==> src/rtl/marble_launcher.sv <==
// Upstream marble source: releases one blue or red marble at a time as a pulse
// into the top of the cell network, paced by the bottom levers, until a
// reservoir runs dry, an interceptor captures, or a marble is lost in flight.
module marble_launcher #(
  parameter int BLUE_INIT = 8,
  parameter int RED_INIT  = 8,
  parameter int CNT_W     = 4,
  parameter int PULSE_LEN = 2,
  parameter int TIMEOUT   = 255,
  parameter int TO_W      = 8
) (
  input  logic             i_clk,
  input  logic             i_rst_n,
  input  logic             i_start,
  input  logic             i_trig_left,
  input  logic             i_trig_right,
  input  logic             i_halt,
  input  logic             i_reload,
  output logic             o_left,
  output logic             o_right,
  output logic [CNT_W-1:0] o_blue_cnt,
  output logic [CNT_W-1:0] o_red_cnt,
  output logic             o_busy,
  output logic             o_done,
  output logic             o_empty,
  output logic             o_timeout
);

  localparam int PC_W = (PULSE_LEN > 1) ? $clog2(PULSE_LEN) : 1;
  localparam logic [PC_W-1:0]  PULSE_LAST = PC_W'(PULSE_LEN - 1);
  localparam logic [TO_W-1:0]  TO_LAST    = TO_W'(TIMEOUT - 1);
  localparam logic [CNT_W-1:0] BLUE_LOAD  = CNT_W'(BLUE_INIT);
  localparam logic [CNT_W-1:0] RED_LOAD   = CNT_W'(RED_INIT);

  typedef enum logic [1:0] {
    ST_IDLE,
    ST_PULSE,
    ST_FLIGHT,
    ST_DONE
  } state_e;

  state_e           state_q, state_d;
  logic [CNT_W-1:0] blue_cnt_q, blue_cnt_d;
  logic [CNT_W-1:0] red_cnt_q, red_cnt_d;
  logic [PC_W-1:0]  pulse_cnt_q, pulse_cnt_d;
  logic [TO_W-1:0]  timer_q, timer_d;
  logic             halt_seen_q, halt_seen_d;
  logic             left_q, left_d;
  logic             right_q, right_d;
  logic             empty_q, empty_d;
  logic             timeout_q, timeout_d;

  // Levers are sampled once, then compared with the previous sample; the edge
  // is therefore visible for exactly one cycle, one cycle after the input rises.
  logic start_smp_q, start_smp_d, start_prv_q, start_prv_d;
  logic left_smp_q, left_smp_d, left_prv_q, left_prv_d;
  logic right_smp_q, right_smp_d, right_prv_q, right_prv_d;
  logic start_edge, left_edge, right_edge;

  logic launch_req;
  logic launch_blue;

  always_comb begin
    start_smp_d = i_start;
    start_prv_d = start_smp_q;
    left_smp_d  = i_trig_left;
    left_prv_d  = left_smp_q;
    right_smp_d = i_trig_right;
    right_prv_d = right_smp_q;
    start_edge  = start_smp_q & ~start_prv_q;
    left_edge   = left_smp_q  & ~left_prv_q;
    right_edge  = right_smp_q & ~right_prv_q;
  end

  // NOTE: every variable gets its hold value first so no path can infer a latch.
  always_comb begin
    state_d     = state_q;
    blue_cnt_d  = blue_cnt_q;
    red_cnt_d   = red_cnt_q;
    pulse_cnt_d = pulse_cnt_q;
    timer_d     = timer_q;
    halt_seen_d = halt_seen_q;
    left_d      = left_q;
    right_d     = right_q;
    empty_d     = empty_q;
    timeout_d   = timeout_q;
    launch_req  = 1'b0;
    launch_blue = 1'b1;

    if (i_reload) begin
      state_d     = ST_IDLE;
      blue_cnt_d  = BLUE_LOAD;
      red_cnt_d   = RED_LOAD;
      pulse_cnt_d = '0;
      timer_d     = '0;
      halt_seen_d = 1'b0;
      left_d      = 1'b0;
      right_d     = 1'b0;
      empty_d     = 1'b0;
      timeout_d   = 1'b0;
    end else begin
      case (state_q)
        ST_IDLE: launch_req = start_edge;

        ST_PULSE: begin
          // A halt during the pulse must not truncate it; remember it instead.
          halt_seen_d = halt_seen_q | i_halt;
          if (pulse_cnt_q == PULSE_LAST) begin
            left_d      = 1'b0;
            right_d     = 1'b0;
            pulse_cnt_d = '0;
            timer_d     = '0;
            state_d     = (halt_seen_q | i_halt) ? ST_DONE : ST_FLIGHT;
          end else begin
            pulse_cnt_d = pulse_cnt_q + 1'b1;
          end
        end

        ST_FLIGHT: begin
          if (i_halt) begin
            state_d = ST_DONE;
          end else if (left_edge) begin
            launch_req = 1'b1;
          end else if (right_edge) begin
            launch_req  = 1'b1;
            launch_blue = 1'b0;
          end else if (timer_q == TO_LAST) begin
            timeout_d = 1'b1;
            state_d   = ST_DONE;
          end else begin
            timer_d = timer_q + 1'b1;
          end
        end

        default: ;
      endcase

      if (launch_req) begin
        if (launch_blue ? (blue_cnt_q == '0) : (red_cnt_q == '0)) begin
          empty_d = 1'b1;
          state_d = ST_DONE;
        end else begin
          state_d     = ST_PULSE;
          pulse_cnt_d = '0;
          halt_seen_d = 1'b0;
          left_d      = launch_blue;
          right_d     = ~launch_blue;
          if (launch_blue) blue_cnt_d = blue_cnt_q - 1'b1;
          else             red_cnt_d  = red_cnt_q - 1'b1;
        end
      end
    end
  end

  // NOTE: state updates use non-blocking assignments so all flops see pre-edge values.
  always_ff @(posedge i_clk or negedge i_rst_n) begin
    if (!i_rst_n) begin
      state_q     <= ST_IDLE;
      blue_cnt_q  <= BLUE_LOAD;
      red_cnt_q   <= RED_LOAD;
      pulse_cnt_q <= '0;
      timer_q     <= '0;
      halt_seen_q <= 1'b0;
      left_q      <= 1'b0;
      right_q     <= 1'b0;
      empty_q     <= 1'b0;
      timeout_q   <= 1'b0;
      start_smp_q <= 1'b0;
      start_prv_q <= 1'b0;
      left_smp_q  <= 1'b0;
      left_prv_q  <= 1'b0;
      right_smp_q <= 1'b0;
      right_prv_q <= 1'b0;
    end else begin
      state_q     <= state_d;
      blue_cnt_q  <= blue_cnt_d;
      red_cnt_q   <= red_cnt_d;
      pulse_cnt_q <= pulse_cnt_d;
      timer_q     <= timer_d;
      halt_seen_q <= halt_seen_d;
      left_q      <= left_d;
      right_q     <= right_d;
      empty_q     <= empty_d;
      timeout_q   <= timeout_d;
      start_smp_q <= start_smp_d;
      start_prv_q <= start_prv_d;
      left_smp_q  <= left_smp_d;
      left_prv_q  <= left_prv_d;
      right_smp_q <= right_smp_d;
      right_prv_q <= right_prv_d;
    end
  end

  assign o_left     = left_q;
  assign o_right    = right_q;
  assign o_blue_cnt = blue_cnt_q;
  assign o_red_cnt  = red_cnt_q;
  assign o_busy     = (state_q == ST_PULSE) || (state_q == ST_FLIGHT);
  assign o_done     = (state_q == ST_DONE);
  assign o_empty    = empty_q;
  assign o_timeout  = timeout_q;

endmodule

==> config.mk <==
export PLATFORM = sky130hd
export DESIGN_NAME = marble_launcher
export DESIGN_NICKNAME = d
export VERILOG_FILES = /design/src/rtl/marble_launcher.sv
export SDC_FILE = /design/constraint.sdc
export NUM_CORES = 1
export LEC_CHECK = 0
export CORE_MARGIN = 2
export CORE_UTILIZATION = 45
export DETAILED_ROUTE_END_ITERATION = 8
export PLACE_DENSITY = 0.67
export SYNTH_ARGS = -nofsm -noshare
export SYNTH_HDL_FRONTEND = slang
export SYNTH_SLANG_ARGS = --single-unit
==> constraint.sdc <==
create_clock -name i_clk -period 2.2 [get_ports i_clk]
set_input_delay 0.66 -clock i_clk [delete_from_list [all_inputs] [get_ports i_clk]]
set_output_delay 0.66 -clock i_clk [all_outputs]
set_load 0.02 [all_outputs]
# Word level (Yosys, flattened, before mapping)
# Cells that the tools add are included.
# Widths: inputs -> output; s select.
[totals] ff_bits=30 out_inout_bits=14 word_cells=127
[classes] n_addsub=4 eq_ne=18 mux=64 bitwise_logic=8 reduce_logical=17
[ops] cell="$mux 8" n=6
[ops] cell="$mux 1" n=39
[ops] cell="$mux 4" n=8
[ops] cell="$mux 2" n=8
[ops] cell="$pmux 8 s2" n=1
[ops] cell="$ne 3x3->1 const B" n=5
[ops] cell="$ne 5x5->1 const B" n=3
[ops] cell="$reduce_and 5->1" n=2
[ops] cell="$reduce_bool 2->1" n=5
[ops] cell="$add 8x1->8 const B" n=1
[ops] cell="$eq 8x8->1 const B" n=1
[ops] cell="$logic_not 4->1" n=2
[ops] cell="$ne 2x2->1 const B" n=4
[ops] cell="$sub 4x1->4 const B" n=2
[ops] cell="$reduce_and 3->1" n=2
[ops] cell="$reduce_and 6->1" n=1
[ops] cell="$eq 2x2->1 const B" n=2
[ops] cell="$ne 4x4->1 const B" n=1
[ops] cell="$not 1->1" n=4
[ops] cell="$pmux 2 s2" n=1
[ops] cell="$reduce_bool 4->1" n=1
[ops] cell="$and 1x1->1" n=3
[ops] cell="$reduce_bool 3->1" n=1
[ops] cell="$eq 2x1->1 const B" n=1
[ops] cell="other kinds (7)" n=7

# Depth between registers and ports, before layout
# Gate-level depths: netlist of the first run.
[logic_depth] ltp_word=11 ltp_mapped=8

# Least setup slack after synthesis of the first run
# Ideal clock, no wire load.
[synth_timing] path_kind="in2reg" from="input port i_reload" to="register timer_q[6]" setup_ns=0.077 arrival_ns=1.781 t_required_ns=2.123 setup_slack_ns=0.341 cell_stages=6 path_buffers=1 cell_sequence="buf_4 nand2b_1 nor3_2 a21o_1 or4_1 a21oi_1"
[synth_between] elab_chain_cells=2 elab_cells_between_ends=8 classes_between="eq/ne (5); mux (1); reduce/logical (2)"
[synth_rtl] item="start, declared" line="18" rtl="input logic i_reload,"
[synth_rtl] item="$ne 3x3->1 (no source line) or $reduce_bool 3->1 (tied branches)"
[synth_rtl] item="$reduce_and 6->1 (no source line)"
[synth_rtl] item="end signal, assigned" line="179" rtl="timer_q <= timer_d;"
[synth_rtl] item="end, declared" line="46" rtl="logic [TO_W-1:0] timer_q, timer_d;"
# Parallel ways exist; a longest one is shown, timed or not.
# A chain may end at the register's enable or synchronous reset.

# Worst setup path in the final report of the first run
[layout_timing] from="register state_q[0]" to="output port o_busy"
[layout_between] elab_chain_cells=2 elab_cells_between_ends=3 classes_between="eq/ne (2); reduce/logical (1)"
[layout_rtl] item="start, declared" line="42" rtl="state_e state_q, state_d;"
[layout_rtl] item="start signal, assigned" line="175" rtl="state_q <= state_d;"
[layout_rtl] item="$eq 2x1->1 or $eq 2x2->1 (tied branches)" line="198" rtl="assign o_busy = (state_q == ST_PULSE) || (state_q == ST_FLIGHT);"
[layout_rtl] item="$logic_or 1x1->1 *" line="198"
[layout_rtl] item="end, declared" line="23" rtl="output logic o_busy,"
# Mark *: on every way between the ends. The rest lies on a longest branch, timed or not.

==> results of run 1 <==
-- final timing paths --
path	start	endpoint	slack, ps
setup / recovery	state_q[0]$_DFFE_PN0P_	o_busy	90
hold / removal	start_prv_d$_DFF_PN0_	start_prv_q$_DFF_PN0_	380
setup reg to reg	state_q[0]$_DFFE_PN0P_	timer_q[4]$_DFFE_PN0P_	190
hold reg to reg	start_prv_d$_DFF_PN0_	start_prv_q$_DFF_PN0_	380
max in group asynchronous	i_rst_n	o_blue_cnt[3]$_DFFE_PN1P_	1170
min in group asynchronous	i_rst_n	o_red_cnt[2]$_DFFE_PN0P_	710
-- worst register-to-register path, stage by stage, from the launching register on --
cell and delay [ps]:
dfrtp_1 400, buf_4 150, ha_1 230, nand2b_1 180, nand4_2 140, a21o_1 220
buf_4 150, or2_1 240, o31ai_1 200
-- cell type report --
class	instances	area share
well taps	46	0.02945
clock inverters	1	0.002561
flip-flops and latches	30	0.3854
multi-input cells	110	0.3867
clock buffers	7	0.02817
inverters	7	0.01344
repair buffers	33	0.1543
-- kinds of logic (layout without fill, tap and decap cells) --
group | count (synthesis) | after routing | synth area share
buffers and inverters | 11 | 48 | 0.03055
and+or+nand+nor | 59 | 59 | 0.2170
adders and majority gates | 10 | 10 | 0.08039
xor gates and xnor gates | 4 | 4 | 0.02251
muxes | 4 | 4 | 0.02813
AOI/OAI and AO/OA | 33 | 33 | 0.1375
DFF | 30 | 30 | 0.4839
-- placed cells by master (no fill, tap or decap), types with 2 or more instances in the layout --
master / Yosys / routed
clkdlybuf4s50_1: 0 / 16
nor3b_1: 2 / 2
o21bai_1: 3 / 3
and3_1: 3 / 3
a21oi_1: 12 / 12
nand2_1: 6 / 6
inv_1: 7 / 7
nor4_1: 2 / 2
nor3_1: 4 / 4
ha_1: 10 / 10
buf_4: 1 / 13
xnor2_1: 3 / 3
nor2_1: 15 / 15
o21ai_0: 5 / 5
or3_1: 3 / 3
dfrtp_1: 28 / 28
mux2_2: 2 / 2
o21ai_1: 2 / 2
nand2b_1: 8 / 8
nor2b_1: 2 / 2
o31ai_1: 3 / 3
dlymetal6s2s_1: 0 / 2
clkbuf_4: 0 / 5
nand3_1: 5 / 5
dfstp_2: 2 / 2
-- through the flow --
stage	worst slack (ps)	util	instances	setup TNS [ps]	total power [mW]
floorplan	341.1	-	151	0	1.140
global placement	-148.2	0.5666	226	-1137	1.395
detailed placement	-222.6	0.5666	226	-1985	1.423
CTS	11.78	0.5838	234	0	1.760
global route	11.26	0.5857	234	0	1.875
finish	89.66	0.5857	234	0	1.744
-- per-layer routing --
layer | track usage | share of wire | vias up
li1 | - | - | 602
met1 | 0.2119 | 0.43 | 607
met2 | 0.3185 | 0.50 | 36
met3 | 0.06126 | 0.049 | 6
met4 | 0.07500 | 0.019 | 0
met5 | 0 | 0 | -
-- registers in the layout, indices dropped and copies added, names as in the netlist --
signal and flops:
halt_seen_q 1, timer_q 8, o_blue_cnt 4, left_prv_q 1, left_prv_d 1, pulse_cnt_q 1
right_prv_q 1, o_left 1, o_red_cnt 4, right_prv_d 1, start_prv_q 1, o_timeout 1
start_prv_d 1, o_right 1, state_q 2, o_empty 1
-- power by group through the flow --
stage / Combinational (mW) / Clock [mW] / Sequential, mW
after detailed placement: 0.717 / 0 / 0.706
after CTS: 0.704 / 0.360 / 0.696
after floorplan: 0.403 / 0 / 0.737
final: 0.700 / 0.349 / 0.695
after global placement: 0.695 / 0 / 0.700
after global routing: 0.779 / 0.389 / 0.707
==> flow_metrics.tcl, run 1 <==
set metrics [dict create \
    status "complete, no violations" \
    worst-path-buf-inv 2 \
    fill_cells 304 \
    synth_top_area_cell "dfrtp_1" \
    cts_tree "done" \
    dp_hpwl_um 2398 \
    hold_slack_ps 383.4 \
    holdPathStages 0 \
    multiInputGateArea_sq_um 755.7 \
    fin_area_sq_mm 0.001954 \
    slowest_delay_ps 380 \
    die_area_sq_mm 0.003945 \
    num_rows 21 \
    rsz0062_at_grt "false" \
    cts_buffers 5 \
    ys_types 44 \
    clk_latency_ps 340 \
    first_iter_violations 45 \
    gp_congestion 0.8788 \
    die_w_um 62.81 \
    clk_path_buf_depth 2 \
    synth_commonest_cells "dfrtp_1, nor2_1, a21oi_1, ha_1, nand2b_1" \
    synth.ff_latch_count 30 \
    final_nets 204 \
    syn_nets 168 \
    reg2reg_depth 8 \
    cts_setup_buffers 0 \
    drv_slew 0 \
    cp-end-kind "output port" \
    seq_area_sq_um 753.2 \
    core_sq_mm 0.003337 \
    slowest_stage "dfrtp_1" \
    fmax_mhz 473.9 \
    tightest_slew_ps 507.8 \
    routedWlPerCell_um 13.61 \
    synth.yosys.seq_area_share 0.4839 \
    cellLeakagePower_nw 0.8467 \
    synth_warnings 0 \
    grt_usage 0.1853 \
    postCtsHoldBufs 0 \
    p_seq_frac 0.399 \
    syn-cell-area_sq_mm 0.001556 \
    synth_top_area_frac 0.4502 \
    min_path_type "reg -> reg" \
    p_sw_mw 0.6311 \
    worst_path_dominant_cell_family "buffers and inverters" \
    cp.arrival_ps 1450 \
    antenna_found_initial 0 \
    setup_violations 0 \
    postPlaceCellArea_sq_mm 0.001891 \
    fin_crit_ps 2110 \
    pwr-share-comb 0.401 \
    synth_enable_flop_cells 0 \
    p_int_mw 1.112 \
    maxCapViolations 0 \
    peakVddDrop_mv 0.5366 \
    routed_via_density 5.346 \
    cp-start-kind "flip-flop" \
    cts_max_level 2 \
    synth.most_common_cell "dfrtp_1" \
    yosys-top-cells-area "dfrtp_1, ha_1, a21oi_1" \
    antenna_left 0 \
    drtPass1Iterations 4 \
    wl_um 3185 \
    crit_type "reg -> out" \
    cp_cell_sequence "inv_1 -> ha_1 -> clkdlybuf4s15_1" \
    synth_cells 151 \
    powerDensity_mw_per_mm2 892.1 \
    final.setup_skew_ps 7.711 \
    grt_pass1_vias 1282 \
    ioPinCount 21 \
    maxSlewHeadroom 0.6583 \
    grt_max_degree 31 \
    start_util 0.4664 \
    drc 0 \
    areaGrowthSynthToFinish_pct 25.56 \
    swShare 0.3620 \
    async_flop_share 1.000 \
    grt_pass1_wl_um 5678 \
    critPathRequiredTime_ps 1540 \
    clk_pin_slew_worst_paths_ps 90 \
    drive_gt1_frac 0.1596 \
    hold_viol_final 0 \
    syn_area_per_cell_sq_um 10.31 \
    cts.sinks 30 \
    synth_flop_cell "dfrtp_1" \
    cts-resized-gates 2 \
    cts-root-buf "clkbuf_4" \
    period_share 0.9592 \
    crit_cells 3 \
    grt-ovfl-total 0 \
    vias 1251 \
    cp_max_fo 3 \
    numPortBuffers 20 \
    diodes 0 \
    fp.dieH_um 62.81 \
    clockPowerShare 0.200 \
]
Note: power is estimated with default switching activity, not from simulation.
==> run 2: changes to the inputs <==
--- a/config.mk
+++ b/config.mk
@@ -6,9 +6,9 @@
 export NUM_CORES = 1
 export LEC_CHECK = 0
 export CORE_MARGIN = 2
-export CORE_UTILIZATION = 45
+export CORE_UTILIZATION = 54
 export DETAILED_ROUTE_END_ITERATION = 8
-export PLACE_DENSITY = 0.67
+export PLACE_DENSITY = 0.79
 export SYNTH_ARGS = -nofsm -noshare
 export SYNTH_HDL_FRONTEND = slang
 export SYNTH_SLANG_ARGS = --single-unit
==> run 2 against run 1 <==
Compared with the run above:
- setup slack worse by 41 ps
- final cell count down 6.0%
- first-iteration DRC count up 13%
- sequential power up 2%
- via count up 1.5%
==> flow_metrics.tcl, run 2 (same netlist as run 1, synthesis figures left out) <==
set metrics [dict create \
    status "complete, no violations" \
    multiInputGateArea_sq_um 755.7 \
    tightest_slew_ps 452.0 \
    dp_hpwl_um 2548 \
    maxSlewHeadroom 0.6959 \
    seq_area_sq_um 753.2 \
    drv_slew 0 \
    drc 0 \
    cp_cell_sequence "clkdlybuf4s50_1" \
    cp.arrival_ps 1490 \
    layout_common_cells "dfrtp_1, clkdlybuf4s50_1, nor2_1" \
    cp-end-kind "output port" \
    core_sq_mm 0.002758 \
    crit_type "reg -> out" \
    final_nets 205 \
    grt_pass1_vias 1321 \
    peakVddDrop_mv 0.8426 \
    grt_usage 0.2274 \
    cts_tree "done" \
    period_share 0.9780 \
    fin_setup_tns_ps 0 \
    cts_buffers 5 \
    ioPinCount 21 \
    diodes 0 \
    rsz0062_at_grt "false" \
    drtPass1Iterations 4 \
    slowest_stage "clkdlybuf4s50_1" \
    place_ws_ps -179.9 \
    cts-root-buf "clkbuf_4" \
    routedWlPerCell_um 14.83 \
    num_rows 19 \
    hold_slack_ps 392.0 \
    finalPower_mw 1.748 \
    numPortBuffers 20 \
    min_path_type "reg -> reg" \
    final.setup_skew_ps 10.55 \
    fill_cells 224 \
    first_iter_violations 51 \
    routed_via_density 5.773 \
    clk_latency_ps 330 \
    cts_setup_buffers 0 \
    setup_violations 0 \
    top_register "timer_q" \
    drive_gt1_frac 0.1693 \
    critPathRequiredTime_ps 1540 \
    die_area_sq_mm 0.003328 \
    cts_max_level 2 \
    wl_um 3262 \
    gp_congestion 0.8593 \
    clk_path_buf_depth 2 \
    cp-start-kind "flip-flop" \
    areaGrowthSynthToFinish_pct 24.44 \
    clk_pin_slew_worst_paths_ps 90 \
    cellLeakagePower_nw 0.8619 \
    cts.sinks 30 \
    fin_area_sq_mm 0.001937 \
    powerDensity_mw_per_mm2 902.5 \
    antenna_left 0 \
    postPlaceCellArea_sq_mm 0.001879 \
    slowest_delay_ps 600 \
    cp_max_fo 4 \
    setup_slack_ps 48.44 \
    largest_register_ffs 8 \
    worst_path_dominant_cell_family "buffers and inverters" \
    die_w_um 57.69 \
    fmax_mhz 464.8 \
    start_util 0.5644 \
    grt_pass1_wl_um 5685 \
    grt-ovfl-total 0 \
    maxCapViolations 0 \
    grt_max_degree 31 \
    vias 1270 \
    antenna_found_initial 0 \
    fp.dieH_um 57.69 \
    layout_commonest_cell "dfrtp_1" \
    hold_viol_final 0 \
    fin_crit_ps 2152 \
    worst-path-buf-inv 1 \
]
==> run 2: cell types whose count changed in the layout (fill, tap and decap cells not counted) <==
cell / change
buf_4: +1
clkdlybuf4s50_1: +2
dlymetal6s2s_1: -1
dlygate4sd2_1: -1
clkdlybuf4s15_1: -1
clkbuf_2: +1
==> run 2: what timing repair did <==
action | CTS | global route
setup endpoints to repair | 1 | 2
hold buffers | 0 | 0
resized for setup | 1 | 3
pin swaps | 0 | 0
==> run 2: layer usage <==
layer / global-route usage / part of all wire / vias to the layer above
li1: - / - / 603
met1: 0.2567 / 0.41 / 631
met2: 0.3912 / 0.52 / 26
met3: 0.06027 / 0.037 / 10
met4: 0.1229 / 0.028 / 0
met5: 0 / 0 / -
==> run 2: area by class of cell <==
cell class / count / area share
clock inverters: 1 / 0.002584
flip-flops and latches: 30 / 0.3889
multi-input cells: 110 / 0.3902
inverters: 7 / 0.01357
well taps: 31 / 0.02003
repair buffers: 34 / 0.1563
clock buffers: 7 / 0.02842
==> run 2: worst reg2reg max path, stage by stage, from the launching register on <==
cell and delay [ps]:
dfrtp_1 430, inv_1 100, ha_1 270, and2b_2 210
nand4_2 80, a21o_1 220, buf_4 150, buf_4 150
o21ai_0 180, o31ai_1 100
==> run 2: path summary, 6_finish.rpt <==
kind / from / slack, ps / cells after the start / endpoint
min in group asynchronous: i_rst_n / 700 / 2 / state_q[1]$_DFFE_PN0P_
setup reg to reg: state_q[0]$_DFFE_PN0P_ / 180 / 9 / timer_q[4]$_DFFE_PN0P_
max in group asynchronous: i_rst_n / 1180 / 2 / o_blue_cnt[3]$_DFFE_PN1P_
hold / removal: start_prv_d$_DFF_PN0_ / 390 / 0 / start_prv_q$_DFF_PN0_
hold reg to reg: start_prv_d$_DFF_PN0_ / 390 / 0 / start_prv_q$_DFF_PN0_
setup / recovery: o_blue_cnt[3]$_DFFE_PN1P_ / 50 / 1 / o_blue_cnt[3]
==> run 2: stage by stage <==
step	util	cells
final	0.7024	220
after global routing	0.7024	220
after CTS	0.7028	220
after detailed placement	0.6815	212
after global placement	0.6815	212
after floorplan	-	151
==> run 2: power breakdown <==
part           switching [mW]  internal, mW
Sequential             0.0764         0.630
Clock                   0.181         0.155
Combinational           0.376         0.331
==> run 3: changes to the inputs <==
--- a/config.mk
+++ b/config.mk
@@ -9,6 +9,7 @@
 export CORE_UTILIZATION = 54
 export DETAILED_ROUTE_END_ITERATION = 8
 export PLACE_DENSITY = 0.79
+export SLEW_MARGIN = 20
 export SYNTH_ARGS = -nofsm -noshare
 export SYNTH_HDL_FRONTEND = slang
 export SYNTH_SLANG_ARGS = --single-unit
==> results of run 3 <==
Same layout as run 2: the final DEF is identical, and so are final timing and power.
